## src/rtl/commit_trace_buffer.sv

```systemverilog
// Commit trace FIFO behind the WB stage, drained over a valid/ready trace port.
// Ports: wb_* commit capture in, trace_* FWFT head out, stall_req/count/overflow_cnt status.
module commit_trace_buffer #(
  parameter int DEPTH     = 8,
  parameter int AW        = 3,
  parameter int AF_MARGIN = 2
) (
  input  logic        clk,
  input  logic        rst,
  input  logic        wb_commit_valid,
  input  logic [31:0] wb_commit_pc,
  input  logic [31:0] wb_commit_instr,
  input  logic        wb_wreg,
  input  logic [4:0]  wb_wd,
  input  logic [31:0] wb_wdata,
  input  logic        wb_LLbit_we,
  input  logic        wb_LLbit_value,
  output logic        trace_valid,
  input  logic        trace_ready,
  output logic [31:0] trace_pc,
  output logic [31:0] trace_instr,
  output logic        trace_wen,
  output logic [4:0]  trace_wnum,
  output logic [31:0] trace_wdata,
  output logic        trace_llbit_we,
  output logic        trace_llbit_value,
  output logic        stall_req,
  output logic [AW:0] count,
  output logic [15:0] overflow_cnt
);

  localparam int RW = 104;
  localparam logic [AW:0] LP_FULL = (AW+1)'(DEPTH);
  localparam logic [AW:0] LP_AF   = (AW+1)'(DEPTH - AF_MARGIN);

  logic [RW-1:0] r_mem [DEPTH];
  logic [AW-1:0] r_rd_ptr;
  logic [AW-1:0] r_wr_ptr;
  logic [AW:0]   r_count;
  logic [15:0]   r_ovf;

  logic          w_full;
  logic          w_pop;
  logic          w_push;
  logic          w_drop;
  logic          w_wen;
  logic [RW-1:0] w_rec;
  logic [RW-1:0] w_head;

  assign w_full = (r_count == LP_FULL);
  assign w_pop  = trace_valid && trace_ready;
  // A pop in the same cycle frees a slot, so a full FIFO still accepts.
  assign w_push = wb_commit_valid && (!w_full || w_pop);
  assign w_drop = wb_commit_valid && w_full && !w_pop;
  // Writes to r0 are architecturally invisible.
  assign w_wen  = wb_wreg && (wb_wd != 5'd0);

  assign w_rec = {wb_commit_pc, wb_commit_instr, w_wen, wb_wd,
                  wb_wdata, wb_LLbit_we, wb_LLbit_value};

  always_ff @(posedge clk) begin
    if (rst) begin
      r_rd_ptr <= '0;
      r_wr_ptr <= '0;
      r_count  <= '0;
      r_ovf    <= '0;
      for (int i = 0; i < DEPTH; i++)
        r_mem[i] <= '0;
    end else begin
      if (w_push) begin
        r_mem[r_wr_ptr] <= w_rec;
        r_wr_ptr <= r_wr_ptr + 1'b1;
      end
      if (w_pop)
        r_rd_ptr <= r_rd_ptr + 1'b1;
      if (w_push && !w_pop)
        r_count <= r_count + 1'b1;
      else if (w_pop && !w_push)
        r_count <= r_count - 1'b1;
      if (w_drop && (r_ovf != 16'hFFFF))
        r_ovf <= r_ovf + 16'd1;
    end
  end

  assign w_head = r_mem[r_rd_ptr];

  assign trace_valid       = (r_count != '0);
  assign trace_pc          = w_head[103:72];
  assign trace_instr       = w_head[71:40];
  assign trace_wen         = w_head[39];
  assign trace_wnum        = w_head[38:34];
  assign trace_wdata       = w_head[33:2];
  assign trace_llbit_we    = w_head[1];
  assign trace_llbit_value = w_head[0];

  assign stall_req    = (r_count >= LP_AF);
  assign count        = r_count;
  assign overflow_cnt = r_ovf;

endmodule
```

## config.mk

```make
export PLATFORM = sky130hd
export DESIGN_NAME = commit_trace_buffer
export DESIGN_NICKNAME = d
export VERILOG_FILES = /design/src/rtl/commit_trace_buffer.sv
export SDC_FILE = /design/constraint.sdc
export NUM_CORES = 1
export LEC_CHECK = 0
export CAP_MARGIN = 20
export CORE_MARGIN = 2
export CORE_UTILIZATION = 45
export CTS_CLUSTER_SIZE = 30
export DETAILED_ROUTE_END_ITERATION = 7
export PLACE_DENSITY = 0.71
export REMOVE_ABC_BUFFERS = 1
export SYNTH_ARGS = -nofsm -noshare
export SYNTH_HDL_FRONTEND = slang
export SYNTH_SLANG_ARGS = --single-unit
```

## constraint.sdc

```tcl
create_clock -name clk -period 4.29 [get_ports clk]
set_clock_uncertainty 0.1 [all_clocks]
set_input_delay 0.6435 -clock clk [delete_from_list [all_inputs] [get_ports clk]]
set_output_delay 0.6435 -clock clk [all_outputs]
set_load 0.005 [all_outputs]
```

==> impl_metrics.json, run 1 <==
{
  "dpl-instance-area_mm2": 0.0422,
  "postSynthRegisterBits": 861,
  "dieWidth_um": 296,
  "fin_total_pwr_mw": 22.7,
  "timing.final.crit_share": 0.871,
  "cts_root_buffer": "clkbuf_16",
  "min-delay-start": "overflow_cnt[15]",
  "critical_path_required_ns": 3.55,
  "start_kind": "register",
  "avgRoutedWirePerCell_um": 24.7,
  "routability_congestion_estimate_from_global_placement": 0.799,
  "p_per_area_mw_per_mm2": 504,
  "die_h_um": 296,
  "synth-edff-count": 832,
  "final_max_slew_viols": 0,
  "worst_slew_margin_rel": 0.369,
  "tightestPinTransition_ns": 0.947,
  "dp.final_hpwl_mm": 46.1,
  "post_route_cells_drive_above_1_share": 0.197,
  "maximum_number_of_pins_on_one_net_before_global_route_repair": 105,
  "criticalPathCategory": "register to output port",
  "ctsResizeCount": 0,
  "min-delay-path-class": "register to register",
  "grt_pass1_vias": 22354,
  "nNetsFinal": 2657,
  "iteration_0_drc_markers": 1636,
  "number_of_hold_repair_buffers_added_at_the_cts_stage": 0,
  "report.final.setup_viol": 0,
  "routed_via_density": 5.53,
  "post_placement_cell_count": 3590,
  "fin_worst_hold_slack_ns": 0.428,
  "worstPathMaxFanout": 30,
  "comb_power_share": 0.225,
  "final_cell_mix": "edfxtp_1, and2_1, clkdlybuf4s50_1",
  "syn_area_per_cell_um2": 16.5,
  "clock_insertion_delay_worst_skew_ns": 0.65,
  "row_count": 107,
  "hold_path_sink": "overflow_cnt[15]",
  "grt_pass1_wl_mm": 138,
  "power.internal_mw": 17.0,
  "ys_warn_count": 0,
  "clk_transition_reported_paths_ns": 0.06,
  "timing.reg2reg.setup_slack_ns": 0.96,
  "htree_num_levels": 3,
  "numCtsBuffers": 93,
  "postSynth.asyncResetShare": 0,
  "status": "complete, no violations",
  "coreArea_mm2": 0.0847,
  "cts.path.max_buffers": 3,
  "numClockSinks": 861,
  "layout_commonest_cell": "edfxtp_1",
  "worst_hold_path_cells": 2,
  "rsz0062_at_grt": "false",
  "groute.usage.overall": 0.214,
  "clock_power_share": 0.338,
  "drt_drc_violations_left": 0,
  "vias": 20835,
  "flow.area_growth_from_synthesis_pct": 17.7,
  "period_needed_ns": 3.73,
  "total_leakage_power_nw": 15.9,
  "final_cell_count_no_fill": 3765,
  "cts_setup_buffers": 0,
  "cap_violations": 0,
  "final_antenna_net_count": 0,
  "post_synth_instance_area_mm2": 0.0383,
  "initial_antenna_violation_count": 13,
  "synthDistinctLibCells": 45,
  "die_area_mm2": 0.0875,
  "power_switching_share": 0.250,
  "cp_data_arrival_time_ns": 2.99,
  "worst_reg2reg_endpoint": "count[3]",
  "final_design_instance_area_without_fill_mm2": 0.0451,
  "wl_mm": 93.0,
  "fmaxAchievable_mhz": 268,
  "count_of_boundary_i_o_pins": 234,
  "clock_tree_from_tritoncts": "done",
  "vdd.ir_drop.worst_mv": 0.363,
  "number_of_instances_in_the_synthesized_netlist": 2327,
  "share_seq_of_total_power": 0.437,
  "overflow": 0,
  "seq_area_frac_synth": 0.667,
  "hold_violations": 0,
  "worst_setup_path_end_kind": "output port",
  "power_switching_mw": 5.70,
  "synth_flop_cell": "edfxtp_1",
  "initial_core_util": 0.452,
  "io_buffer_count": 233,
  "worst_reg_to_reg_path_cell_count": 10,
  "r2r-start": "count[0]",
  "dr.pass1.iters": 5
}
==> layer usage <==
layer | part of all wire | wire, um | global-route usage | up-vias
li1 | - | - | - | 9096
met1 | 0.40 | 37600 | 0.280 | 10945
met2 | 0.50 | 46900 | 0.361 | 633
met3 | 0.074 | 6870 | 0.0516 | 141
met4 | 0.016 | 1500 | 0.0490 | 20
met5 | 0.0014 | 127 | 0 | -
==> how the worst max path moves through the flow <==
stage	start	end	cells past startpoint
floorplan	register	trace_instr[0]	2
global placement	trace_ready	count[3]	11
detailed placement	trace_ready	count[3]	11
CTS	register	trace_instr[23]	5
global route	register	trace_pc[20]	5
finish	register	trace_instr[23]	5
==> area by class of cell <==
class                   instances  area, um^2
diodes                          5        12.5
well taps                    1144        1430
inverters                       6        22.5
fillers                      6723       39600
clock buffers                 116        2450
repair buffers                277        2960
multi-input cells            1303       12200
clock inverters                53         459
flip-flops and latches        861       25600
==> worst max-delay path, stage by stage, from the launching register on <==
cell             delay, ns
dfxtp_4               0.46
buf_12                0.29
buf_12                0.26
mux4_2                0.54
mux2_2                0.30
clkdlybuf4s50_1       0.45
==> power by group through the flow <==
stage	sequential, mW	clock (mW)	combinational, mW
after global placement	10.1	0	5.17
after floorplan	10.4	0	2.49
after global routing	9.98	8.14	5.51
final	9.94	7.69	5.11
after CTS	9.94	7.83	5.24
after detailed placement	10.1	0	5.21
==> per-stage QoR <==
stage	util	setup TNS, ns	setup WS (ns)
3_5_place_dp	0.498	0	0.618
6_report	0.532	0	0.555
2_1_floorplan	-	-2175.43	-5.90
5_1_grt	0.532	0	0.400
3_3_place_gp	0.498	0	0.607
4_1_cts	0.532	0	0.467
==> registers in the layout, indices dropped and copies added, names as in the netlist, named ones only <==
name,cells
r_wr_ptr,3
r_mem,832
count,4
r_rd_ptr,3
overflow_cnt,16
==> cells in the mapped netlist (3+ instances only) <==
| library cell | n | area share |
|---|---|---|
| a211oi_1 | 5 | 0.00098 |
| a21oi_1 | 7 | 0.00091 |
| and2_1 | 824 | 0.13 |
| buf_1 | 17 | 0.0017 |
| buf_2 | 4 | 0.00052 |
| clkbuf_1 | 135 | 0.013 |
| dfxtp_1 | 29 | 0.015 |
| edfxtp_1 | 832 | 0.65 |
| ha_1 | 6 | 0.0020 |
| inv_1 | 6 | 0.00059 |
| mux2_2 | 113 | 0.033 |
| mux2i_1 | 5 | 0.0013 |
| mux4_2 | 208 | 0.12 |
| nand2_1 | 9 | 0.00088 |
| nand2b_1 | 3 | 0.00049 |
| nand3_1 | 7 | 0.00091 |
| nand4_1 | 4 | 0.00065 |
| nor2_1 | 30 | 0.0029 |
| nor2b_1 | 10 | 0.0016 |
| nor3_1 | 11 | 0.0014 |
| nor4_1 | 8 | 0.0013 |
| o21ai_0 | 3 | 0.00039 |
| o31ai_1 | 3 | 0.00059 |
| or2_2 | 12 | 0.0020 |
| or4_1 | 4 | 0.00078 |
| xor2_1 | 5 | 0.0011 |
==> kinds of logic (layout without fill, tap and decap cells) <==
kind of cell | Yosys count | after routing | share of synthesized area
AND/OR/NAND/NOR | 932 | 932 | 0.150
XOR/XNOR | 6 | 6 | 0.00137
buffers and inverters | 163 | 452 | 0.0163
AO/OA/AOI/OAI | 32 | 32 | 0.00611
adder cells (fa/ha/maj) | 7 | 7 | 0.00248
multiplexers | 326 | 326 | 0.157
other | 0 | 5 | 0
flip-flops | 861 | 861 | 0.667
Power figures use the tool's default switching activity.
==> run 2: changes to the inputs <==
--- a/config.mk
+++ b/config.mk
@@ -8,6 +8,7 @@
 export CAP_MARGIN = 20
 export CORE_MARGIN = 2
 export CORE_UTILIZATION = 45
+export CTS_CLUSTER_DIAMETER = 80
 export CTS_CLUSTER_SIZE = 30
 export DETAILED_ROUTE_END_ITERATION = 7
 export PLACE_DENSITY = 0.71
==> run 2 against run 1 <==
Net effect:
- clock power shrank 34%
- routed wire length shrank 1.2%
- combinational power is essentially flat
- via count shrank 2.0%
- first-iteration DRC count grew 6.4%
- sequential power is essentially flat
- worst setup slack gained 0.016 ns
- total power shrank 12%
- global-route usage shrank 0.39 points
==> impl_metrics.json, run 2 (synthesized netlist as in run 1, its figures left out) <==
{
  "groute.usage.overall": 0.210,
  "numClockSinks": 861,
  "cts.path.max_buffers": 3,
  "coreArea_mm2": 0.0847,
  "ctsResizeCount": 0,
  "final_max_slew_viols": 0,
  "vias": 20420,
  "fmaxAchievable_mhz": 269,
  "avgRoutedWirePerCell_um": 25.0,
  "largest-register": "r_mem",
  "grt_pass1_wl_mm": 136,
  "maximum_number_of_pins_on_one_net_before_global_route_repair": 105,
  "min-delay-path-class": "register to register",
  "wl_mm": 91.8,
  "initial_core_util": 0.452,
  "criticalPathCategory": "register to output port",
  "cts_root_buffer": "clkbuf_16",
  "critical_path_required_ns": 3.55,
  "vdd.ir_drop.worst_mv": 0.390,
  "route.met2.wl_mm": 46.1,
  "rsz0062_at_grt": "false",
  "routability_congestion_estimate_from_global_placement": 0.799,
  "io_buffer_count": 233,
  "cts_setup_buffers": 0,
  "drt_drc_violations_left": 0,
  "nNetsFinal": 2607,
  "htree_num_levels": 2,
  "dp.final_hpwl_mm": 46.1,
  "total_leakage_power_nw": 15.2,
  "iteration_0_drc_markers": 1740,
  "p_per_area_mw_per_mm2": 460,
  "count_of_boundary_i_o_pins": 234,
  "largest_reg_flops": 832,
  "nFillCells": 6870,
  "clock_tree_from_tritoncts": "done",
  "grt_pass1_vias": 21834,
  "die_h_um": 296,
  "routed.top_layer": "met5",
  "post-place-ws_ns": 0.618,
  "final_antenna_net_count": 0,
  "hold_violations": 0,
  "cap_violations": 0,
  "die_area_mm2": 0.0875,
  "report.final.setup_viol": 0,
  "overflow": 0,
  "numCtsBuffers": 43,
  "period_needed_ns": 3.72,
  "number_of_hold_repair_buffers_added_at_the_cts_stage": 0,
  "wirelength_met1_mm": 37.5,
  "flow.area_growth_from_synthesis_pct": 14.0,
  "tightestPinTransition_ns": 0.923,
  "routed_via_density": 5.57,
  "worstPathMaxFanout": 30,
  "cp_data_arrival_time_ns": 2.97,
  "worst_slew_margin_rel": 0.384,
  "clock_insertion_delay_worst_skew_ns": 0.61,
  "initial_antenna_violation_count": 14,
  "setup_slack_ns": 0.572,
  "timing.final.crit_share": 0.867,
  "utilization": 0.516,
  "final_cell_mix": "edfxtp_1, and2_1, clkdlybuf4s50_1",
  "post_route_cells_drive_above_1_share": 0.183,
  "clk_transition_reported_paths_ns": 0.10,
  "worst_setup_path_end_kind": "output port",
  "dr.pass1.iters": 5,
  "dieWidth_um": 296,
  "row_count": 107,
  "layout_commonest_cell": "edfxtp_1",
  "fin_worst_hold_slack_ns": 0.434,
  "routed_wl_met3_mm": 6.56,
  "start_kind": "register",
  "status": "complete, no violations"
}
## run 2: cell types whose count changed in the layout (fill, tap and decap cells not counted), moves of 3 or more
cell	delta
clkbuf_16	-49
clkinv_1	-23
clkbuf_1	-17
clkinv_2	-12
bufinv_16	-5
inv_8	+5
inv_12	+3
## run 2: worst paths after layout
kind / startpoint / endpoint / slack, ns / cells past startpoint
worst max-delay path: register / trace_instr[23] / 0.57 / 5
worst max register to register: count[0] / count[3] / 0.97 / 10
worst min-delay path: overflow_cnt[15] / overflow_cnt[15] / 0.43 / 2
worst min register to register: overflow_cnt[15] / overflow_cnt[15] / 0.43 / 2
## run 2: metrics by stage
step           setup TNS [ns]  cells  area, um^2  power [mW]
3_5_place_dp                0   3590       42200        15.3
3_3_place_gp                0   3590       42200        15.2
6_report                    0   3668       43700        20.1
2_1_floorplan        -2175.43   2170       37700        12.9
5_1_grt                     0   3665       43700        20.9
4_1_cts                     0   3663       43700        20.3
## run 2: layout make-up
| cell class | count | area [um^2] | share of cell area |
|---|---|---|---|
| clock buffers | 48 | 1140 | 0.0260 |
| repair buffers | 277 | 2960 | 0.0678 |
| clock inverters | 25 | 363 | 0.00830 |
| flip-flops and latches | 861 | 25600 | 0.585 |
| well taps | 1144 | 1430 | 0.0328 |
| diodes | 4 | 10.0 | 0.000229 |
| multi-input cells | 1303 | 12200 | 0.279 |
| inverters | 6 | 22.5 | 0.000515 |
## run 2: layer usage
layer,track usage,vias up
met3,0.0474,109
met4,0.0376,26
li1,-,8930
met5,0,-
met2,0.357,614
met1,0.279,10741
## run 2: power breakdown
| part | total, mW | switching [mW] | leakage [nW] | internal, mW |
|---|---|---|---|---|
| clock network | 5.06 | 2.92 | 0.720 | 2.14 |
| registers | 9.91 | 0.202 | 8.86 | 9.71 |
| logic | 5.12 | 2.24 | 5.66 | 2.88 |
## run 2: critical path, cell delays in order, from the launching register on
cell and delay (ns):
dfxtp_4 0.48, buf_12 0.30, buf_12 0.26, mux4_2 0.53, mux2_2 0.30, clkdlybuf4s50_1 0.45
==> run 3: changes to the inputs <==
--- a/config.mk
+++ b/config.mk
@@ -12,6 +12,7 @@
 export CTS_CLUSTER_SIZE = 30
 export DETAILED_ROUTE_END_ITERATION = 7
 export PLACE_DENSITY = 0.71
+export RECOVER_POWER = 50
 export REMOVE_ABC_BUFFERS = 1
 export SYNTH_ARGS = -nofsm -noshare
 export SYNTH_HDL_FRONTEND = slang
==> run 3 against run 2 <==
Net effect:
- the run now ends with max-capacitance violations, max-slew violations left
- flip-flop and latch count unchanged
- non-clock buffer count unchanged
- core utilization down 0.27 points
- via count up 0.11%
- global-route usage unchanged
- combinational power down 0.8%
- worst setup slack worse by 0.19 ns
==> impl_metrics.json, run 3 (synthesized netlist as in run 1, its figures left out) <==
{
  "rsz0062_at_grt": "false",
  "final-seq-area_mm2": 0.0256,
  "total_leakage_power_nw": 15.1,
  "worst_path_largest_cell_delay_ns": 0.92,
  "worstPathMaxFanout": 65,
  "dp.final_hpwl_mm": 46.1,
  "vias": 20443,
  "start_kind": "register",
  "status": "finished with violations",
  "die_h_um": 296,
  "routed_via_density": 5.57,
  "dr.pass1.iters": 5,
  "dieWidth_um": 296,
  "clock_tree_from_tritoncts": "done",
  "final_design_instance_area_without_fill_mm2": 0.0435,
  "numCtsBuffers": 43,
  "timing.final.crit_share": 0.911,
  "period_needed_ns": 3.91,
  "grt_pass1_wl_mm": 136,
  "drt_drc_violations_left": 0,
  "flow.area_growth_from_synthesis_pct": 13.5,
  "maximum_number_of_pins_on_one_net_before_global_route_repair": 105,
  "io_buffer_count": 233,
  "vdd.ir_drop.worst_mv": 0.387,
  "multi_input_comb_area_mm2": 0.0121,
  "cap_violations": 6,
  "p_per_area_mw_per_mm2": 462,
  "worst_slew_margin_rel": -0.142,
  "report.final.setup_viol": 0,
  "coreArea_mm2": 0.0847,
  "routability_congestion_estimate_from_global_placement": 0.799,
  "violations_in_the_final_reports": "max-capacitance violations, max-slew violations",
  "dpl-instance-area_mm2": 0.0422,
  "tns_ns": 0,
  "largest-register": "r_mem",
  "post_route_cells_drive_above_1_share": 0.177,
  "cells_traversed_along_the_worst_timing_path": "or3_1 > o211ai_1 > nor2_4 > clkbuf_2 > buf_4 > and2_1",
  "cts.path.max_buffers": 3,
  "initial_core_util": 0.452,
  "share_seq_of_total_power": 0.494,
  "die_area_mm2": 0.0875,
  "ctsResizeCount": 0,
  "overflow": 0,
  "comb_power_share": 0.253,
  "number_of_hold_repair_buffers_added_at_the_cts_stage": 0,
  "power.internal_mw": 14.7,
  "post_placement_cell_count": 3590,
  "row_count": 107,
  "final_antenna_net_count": 0,
  "numClockSinks": 861,
  "iteration_0_drc_markers": 1681,
  "clock_power_share": 0.252,
  "cts_root_buffer": "clkbuf_16",
  "clk_transition_reported_paths_ns": 0.10,
  "critical_path_required_ns": 4.55,
  "fin_worst_hold_slack_ns": 0.433,
  "fmaxAchievable_mhz": 256,
  "count_of_boundary_i_o_pins": 234,
  "htree_num_levels": 2,
  "groute.usage.overall": 0.210,
  "final_cell_count_no_fill": 3670,
  "cp_data_arrival_time_ns": 4.17,
  "timing.critical_path.slowest_stage_cell": "o211ai_1",
  "layout_commonest_cell": "edfxtp_1",
  "initial_antenna_violation_count": 15,
  "min-delay-path-class": "register to register",
  "cts_setup_buffers": 0,
  "power_switching_mw": 5.35,
  "power_switching_share": 0.267,
  "tightestPinTransition_ns": 1.71,
  "largest_reg_flops": 832,
  "nFillCells": 6906,
  "hold_violations": 0,
  "clock_insertion_delay_worst_skew_ns": 0.62,
  "avgRoutedWirePerCell_um": 25.1,
  "worst_setup_path_end_kind": "register",
  "wl_mm": 92.2,
  "nNetsFinal": 2607,
  "final_max_slew_viols": 626,
  "criticalPathCategory": "register to register",
  "final_cell_mix": "edfxtp_1, and2_1, clkdlybuf4s50_1",
  "grt_pass1_vias": 21834
}
[run 3: cell types whose count changed in the layout (fill, tap and decap cells not counted), sizes merged]
cell / change
clkdlybuf4s50: -22
dlygate4sd3: +22
buf: -16
clkbuf: +16
diode: +2
[run 3: final cells by class]
cell class,instances,area share
inverter,6,0.000518
sequential,861,0.588
antenna,6,0.000345
clock inverter,25,0.00835
timing repair buffer,277,0.0639
tap,1144,0.0329
clock buffer,48,0.0262
multi-input combinational,1303,0.279
[run 3: worst max-delay path, delay by kind of cell, from the launching register on]
kind            cells  cell delay, ns
simple gates        3            0.90
flops               1            0.38
compound gates      1            0.92
buf+inv             2            1.32
[run 3: layer usage]
layer,vias to the layer above,part of all wire,GRT usage
met5,-,0.0015,0
met4,22,0.017,0.0376
met3,114,0.071,0.0474
met2,595,0.50,0.357
met1,10773,0.41,0.279
li1,8939,-,-
[run 3: power by group through the flow]
stage	logic, mW	clock network [mW]	registers, mW
floorplan	2.49	0	10.4
CTS	5.24	5.17	9.92
detailed placement	5.21	0	10.1
finish	5.08	5.06	9.92
global placement	5.17	0	10.1
global route	5.47	5.43	9.97
[run 3: final timing paths]
| check | startpoint | endpoint | slack (ns) | cells past startpoint |
|---|---|---|---|---|
| min reg2reg | overflow_cnt[15] | overflow_cnt[15] | 0.43 | 2 |
| max reg2reg | count[0] | r_mem[5][66] | 0.38 | 6 |
| min | overflow_cnt[15] | overflow_cnt[15] | 0.43 | 2 |
| max | count[0] | r_mem[5][66] | 0.38 | 6 |
[run 3: through the flow]
stage / worst slack, ns / power, mW / util
6_report: 0.381 / 20.1 / 0.513
3_5_place_dp: 0.618 / 15.3 / 0.498
2_1_floorplan: -5.90 / 12.9 / -
3_3_place_gp: 0.607 / 15.2 / 0.498
4_1_cts: 0.479 / 20.3 / 0.515
5_1_grt: 0.213 / 20.9 / 0.513
